$ cat src/rtl/dual_issue_scheduler.sv
// Issue-stage controller for the two-pipe core: dual issue, split issue across
// two cycles, or load-use stall, with saturating split/stall counters.
module dual_issue_scheduler #(
    parameter int LOAD_USE_STALL = 1,
    parameter int CNT_W          = 16
) (
    input  logic             clk,
    input  logic             rst_n,
    input  logic             valid_p1,
    input  logic             valid_p2,
    input  logic [4:0]       rs_p1,
    input  logic [4:0]       rt_p1,
    input  logic [4:0]       rw_p1,
    input  logic [4:0]       rs_p2,
    input  logic [4:0]       rt_p2,
    input  logic [4:0]       rw_p2,
    input  logic             reg_write_p1,
    input  logic             reg_write_p2,
    input  logic             mem_acc_p1,
    input  logic             mem_acc_p2,
    input  logic             branch_p1,
    input  logic             id_ex_mem_read_p1,
    input  logic             id_ex_mem_read_p2,
    input  logic [4:0]       id_ex_rw_p1,
    input  logic [4:0]       id_ex_rw_p2,
    input  logic             ex_flush,
    output logic             pc_write,
    output logic             if_id_write,
    output logic             issue_p1,
    output logic             issue_p2,
    output logic             split_active,
    output logic [CNT_W-1:0] split_cnt,
    output logic [CNT_W-1:0] stall_cnt
);

    typedef enum logic [1:0] {RUN, SPLIT, LSTALL} state_t;

    // The RUN/SPLIT hazard cycle is the first bubble, so LSTALL covers the rest.
    localparam logic [2:0] LCNT_INIT = 3'((LOAD_USE_STALL > 1) ? (LOAD_USE_STALL - 2) : 0);

    state_t           state_reg, state_next;
    logic [2:0]       lcnt_reg, lcnt_next;
    logic             ret_split_reg, ret_split_next;
    logic [CNT_W-1:0] split_cnt_reg, split_cnt_next;
    logic [CNT_W-1:0] stall_cnt_reg, stall_cnt_next;

    logic       issue_p1_c, issue_p2_c, pc_write_c, if_id_write_c;
    logic       split_inc, stall_inc;
    logic [1:0] idr;
    logic [4:0] idrw [2];
    logic [1:0] hit_rs1, hit_rt1, hit_rs2, hit_rt2;
    logic       lu_p1, lu_p2, split_need;

    assign idr     = {id_ex_mem_read_p2, id_ex_mem_read_p1};
    assign idrw[0] = id_ex_rw_p1;
    assign idrw[1] = id_ex_rw_p2;

    genvar gi;
    generate
        for (gi = 0; gi < 2; gi++) begin : g_idex_pipe
            assign hit_rs1[gi] = idr[gi] && (idrw[gi] != 5'd0) && (idrw[gi] == rs_p1);
            assign hit_rt1[gi] = idr[gi] && (idrw[gi] != 5'd0) && (idrw[gi] == rt_p1);
            assign hit_rs2[gi] = idr[gi] && (idrw[gi] != 5'd0) && (idrw[gi] == rs_p2);
            assign hit_rt2[gi] = idr[gi] && (idrw[gi] != 5'd0) && (idrw[gi] == rt_p2);
        end
    endgenerate

    assign lu_p1 = valid_p1 && (|hit_rs1 || |hit_rt1);
    assign lu_p2 = valid_p2 && (|hit_rs2 || |hit_rt2);

    assign split_need = valid_p1 && valid_p2 && (
        (reg_write_p1 && (rw_p1 != 5'd0) && ((rw_p1 == rs_p2) || (rw_p1 == rt_p2))) ||
        (reg_write_p1 && reg_write_p2 && (rw_p1 == rw_p2) && (rw_p1 != 5'd0)) ||
        (mem_acc_p1 && mem_acc_p2) ||
        branch_p1);

    always_comb begin
        state_next     = state_reg;
        lcnt_next      = lcnt_reg;
        ret_split_next = ret_split_reg;
        issue_p1_c     = 1'b0;
        issue_p2_c     = 1'b0;
        pc_write_c     = 1'b0;
        if_id_write_c  = 1'b0;
        split_inc      = 1'b0;
        stall_inc      = 1'b0;
        if (ex_flush) begin
            pc_write_c     = 1'b1;
            if_id_write_c  = 1'b1;
            state_next     = RUN;
            lcnt_next      = 3'd0;
            ret_split_next = 1'b0;
        end else begin
            case (state_reg)
                RUN: begin
                    if (lu_p1 || lu_p2) begin
                        stall_inc = 1'b1;
                        if (LOAD_USE_STALL > 1) begin
                            lcnt_next      = LCNT_INIT;
                            ret_split_next = 1'b0;
                            state_next     = LSTALL;
                        end
                    end else if (split_need) begin
                        issue_p1_c = 1'b1;
                        split_inc  = 1'b1;
                        state_next = SPLIT;
                    end else begin
                        issue_p1_c    = valid_p1;
                        issue_p2_c    = valid_p2;
                        pc_write_c    = 1'b1;
                        if_id_write_c = 1'b1;
                    end
                end
                SPLIT: begin
                    // Only the held slot-2 instruction remains to be checked.
                    if (lu_p2) begin
                        stall_inc = 1'b1;
                        if (LOAD_USE_STALL > 1) begin
                            lcnt_next      = LCNT_INIT;
                            ret_split_next = 1'b1;
                            state_next     = LSTALL;
                        end
                    end else begin
                        issue_p2_c    = valid_p2;
                        pc_write_c    = 1'b1;
                        if_id_write_c = 1'b1;
                        state_next    = RUN;
                    end
                end
                LSTALL: begin
                    stall_inc = 1'b1;
                    if (lcnt_reg == 3'd0) begin
                        state_next = ret_split_reg ? SPLIT : RUN;
                    end else begin
                        lcnt_next = lcnt_reg - 3'd1;
                    end
                end
                default: state_next = RUN;
            endcase
        end
    end

    assign split_cnt_next = (split_inc && (split_cnt_reg != {CNT_W{1'b1}})) ? split_cnt_reg + 1'b1 : split_cnt_reg;
    assign stall_cnt_next = (stall_inc && (stall_cnt_reg != {CNT_W{1'b1}})) ? stall_cnt_reg + 1'b1 : stall_cnt_reg;

    always_ff @(posedge clk or negedge rst_n) begin
        if (!rst_n) begin
            state_reg     <= RUN;
            lcnt_reg      <= 3'd0;
            ret_split_reg <= 1'b0;
            split_cnt_reg <= '0;
            stall_cnt_reg <= '0;
        end else begin
            state_reg     <= state_next;
            lcnt_reg      <= lcnt_next;
            ret_split_reg <= ret_split_next;
            split_cnt_reg <= split_cnt_next;
            stall_cnt_reg <= stall_cnt_next;
        end
    end

    // Enables must stay low for the whole reset window, not just after the first edge.
    assign pc_write     = rst_n & pc_write_c;
    assign if_id_write  = rst_n & if_id_write_c;
    assign issue_p1     = rst_n & issue_p1_c;
    assign issue_p2     = rst_n & issue_p2_c;
    assign split_active = rst_n & (state_reg == SPLIT);
    assign split_cnt    = split_cnt_reg;
    assign stall_cnt    = stall_cnt_reg;

endmodule

$ cat config.mk
export PLATFORM = sky130hd
export DESIGN_NAME = dual_issue_scheduler
export DESIGN_NICKNAME = d
export VERILOG_FILES = /design/src/rtl/dual_issue_scheduler.sv
export SDC_FILE = /design/constraint.sdc
export NUM_CORES = 1
export LEC_CHECK = 0
export BUFFER_PORTS_ARGS = -buffer_cell sky130_fd_sc_hd__buf_2
export CAP_MARGIN = 10
export CORE_UTILIZATION = 50
export CTS_CLUSTER_DIAMETER = 80
export DETAILED_ROUTE_END_ITERATION = 10
export PLACE_DENSITY = 0.82
export SLEW_MARGIN = 40
export SYNTH_ARGS = -nofsm -noshare
export SYNTH_HDL_FRONTEND = slang
export SYNTH_SLANG_ARGS = --single-unit
export TNS_END_PERCENT = 1
$ cat constraint.sdc
create_clock -name clk -period 3.3 [get_ports clk]
set_input_delay 0.495 -clock clk [delete_from_list [all_inputs] [get_ports clk]]
set_output_delay 0.495 -clock clk [all_outputs]
set_load 0.1 [all_outputs]
==> results.json <==
{
  "place_inst": 388,
  "synthXorXnorAreaFrac_pct": 31.0,
  "ant_nets": 0,
  "cp_data_required_time_ns": 2.80,
  "postCtsSetupBuffers": 0,
  "rrSetupSlack_ns": 1.08,
  "layout_commonest_cell": "buf_2",
  "vias": 2193,
  "skew_ns": 0.00656,
  "rows": 24,
  "core-area_um2": 4470,
  "syn2layout_area_growth_pct": 25.5,
  "maxUsedRoutingLayer": "met4",
  "io_pins": 89,
  "synthAdderAreaFrac_pct": 1.04,
  "synth_mux_area_share_pct": 0.938,
  "place.gp.congestion": 0.870,
  "grt_pass1_wl_um": 9290,
  "placement.io_buffers": 88,
  "synth_compound_area_share_pct": 6.15,
  "first_pass_iters": 8,
  "wl_per_cell_um": 14.5,
  "globalRouteOverflowTotal": 0,
  "period_share_pct": 89.8,
  "wl_met2_um": 2830,
  "period_minus_slack_ns": 2.96,
  "drtIter0Drc": 78,
  "synth_top_family_by_area": "XOR/XNOR gates",
  "finalMaxSlewViolations": 0,
  "dieArea_um2": 5080,
  "synthSimpleGateAreaFrac_pct": 22.6,
  "fmax_mhz": 337,
  "ir_worst_vdd_mv": 0.798,
  "wl_um": 5760,
  "synth_flop_cell": "dfrtp_1",
  "report.final.hold_viol_count": 0,
  "drive_gt1_share_pct": 30.8,
  "powerDensity_nw_per_um2": 460,
  "maxCapViolations": 0,
  "status": "complete, but fails checks",
  "async_flop_share_pct": 100,
  "die_y_um": 71.3,
  "r2r_end": "split_cnt[1]",
  "antenna_found_initial": 0,
  "synth_edf_count": 0,
  "first_global_vias": 2092,
  "synth_nets": 314,
  "cts_max_path_buffers": 2,
  "syn-instance-count": 260,
  "antennaDiodeCount": 0,
  "n_fill_cell": 377,
  "cts_resized": 0,
  "fp.dieW_um": 71.3,
  "syn_avg_cell_area_um2": 9.23,
  "root_buffer": "clkbuf_8",
  "nNetsFinal": 397,
  "grt_use_total_pct": 23.3,
  "p_leak_nw": 1.48,
  "cts-buffers-inserted": 5,
  "hpwlAfterDp_um": 4520,
  "clock_latency_ns": 0.29,
  "start_kind": "input pin",
  "cts_tree": "yes",
  "cp_data_arrival_time_ns": 2.47,
  "violations": "design-rule violations",
  "synth_cell_types": 38,
  "relSlewSlack_pct": 67.1,
  "tns_ns": 0,
  "ys_seq_elements": 33,
  "critPathKind": "input pin to output port",
  "m1WireLength_um": 2400,
  "netlist_area_um2": 2400,
  "met3WireLength_um": 431,
  "viasPerCell": 5.54,
  "hold_buffers": 0,
  "worst_slew_pin_slew_ns": 0.497,
  "initial_core_util_pct": 53.6,
  "clock-sinks": 33,
  "final_cell_mix": "buf_2, xnor2_1, xor2_1",
  "layout.cells.non_filler": 396,
  "final-setup-viol-count": 0,
  "rsz0062_at_grt": "no",
  "end_kind": "output port",
  "ff2ff_path_depth": 8,
  "worstHoldPathType": "input pin to asynchronous set/reset pin",
  "crit_fanout": 16,
  "drcViolationCount": 11,
  "r2r_start": "split_cnt[7]",
  "grt_max_degree": 22,
  "yosysSeqAreaShare_pct": 34.4,
  "synth-warning-count": 0,
  "clk_pin_slew_worst_paths_ns": 0.07,
  "cts_max_level": 2
}
-- layer usage --
metal	vias to the layer above	GRT usage [%]
met5	-	0
met4	0	9.33
met3	9	3.94
met2	93	42.3
met1	1040	27.5
li1	1051	-
-- critical path, stage by stage --
cell	delay (ns)
buf_2	0.14
or4_1	0.54
o21a_1	0.21
nand2_1	0.09
o22ai_2	0.13
nor3_4	0.21
buf_4	0.23
and3_1	0.23
buf_12	0.19
-- worst max-delay path by stage --
| stage | from | cells past startpoint | to | slack (ns) |
|---|---|---|---|---|
| global route | id_ex_rw_p1[1] | 9 | issue_p1 | 0.21 |
| CTS | id_ex_rw_p1[1] | 9 | issue_p1 | 0.32 |
| detailed placement | id_ex_rw_p1[1] | 9 | issue_p1 | 0.33 |
| floorplan | id_ex_rw_p1[1] | 9 | issue_p2 | -0.25 |
| global placement | id_ex_rw_p1[1] | 9 | issue_p1 | 0.40 |
| finish | id_ex_rw_p1[1] | 9 | issue_p1 | 0.34 |
-- cell usage after synthesis (all sizes together) (3+ instances only) --
library cell / count / area share, %
a22oi: 4 / 1.3
o22ai: 3 / 1.0
or4: 3 / 0.94
nand4: 14 / 3.6
nand3: 19 / 4.0
buf: 9 / 2.2
inv: 3 / 0.47
nor2: 11 / 1.7
a21oi: 4 / 0.83
and3: 16 / 4.2
dfrtp: 33 / 34
nand2: 14 / 2.3
nor3: 10 / 2.6
clkbuf: 7 / 1.1
xnor2: 43 / 16
xor2: 42 / 15
and2: 5 / 1.3
-- cells by family after synthesis --
kind of cell	count (synthesis)
compound gates	20
fa+ha+maj	2
buf+inv	19
flops	33
mux	2
xor+xnor	85
simple gates	99
-- power by group --
group          leakage, nW  internal [mW]  switching, mW  total (mW)
registers            0.452          0.444         0.0441       0.488
clock network       0.0450          0.146          0.143       0.289
logic                0.979          0.152          0.459       0.610
total                 1.48          0.741          0.646        1.39
-- layout make-up --
type                    instances  area [µm²]  share of cell area [%]
repair buffers                 92         531                    17.6
flip-flops and latches         33         826                    27.4
clock inverters                 2        10.0                   0.332
multi-input cells             208        1500                    49.7
inverters                       3        11.3                   0.374
well taps                      52        65.1                    2.16
clock buffers                   6        72.6                    2.41
-- metrics by stage --
step	area [µm²]	hold WS, ns	utilization [%]	total power, mW	setup WS, ns
2_1_floorplan	2420	0.199	-	0.961	-0.246
3_3_place_gp	2930	0.455	65.5	1.09	0.403
3_5_place_dp	2930	0.456	65.5	1.10	0.334
4_1_cts	3010	0.147	67.3	1.40	0.322
5_1_grt	3010	0.166	67.3	1.45	0.208
6_report	3010	0.135	67.3	1.39	0.336
(Power assumes the default switching activity.)
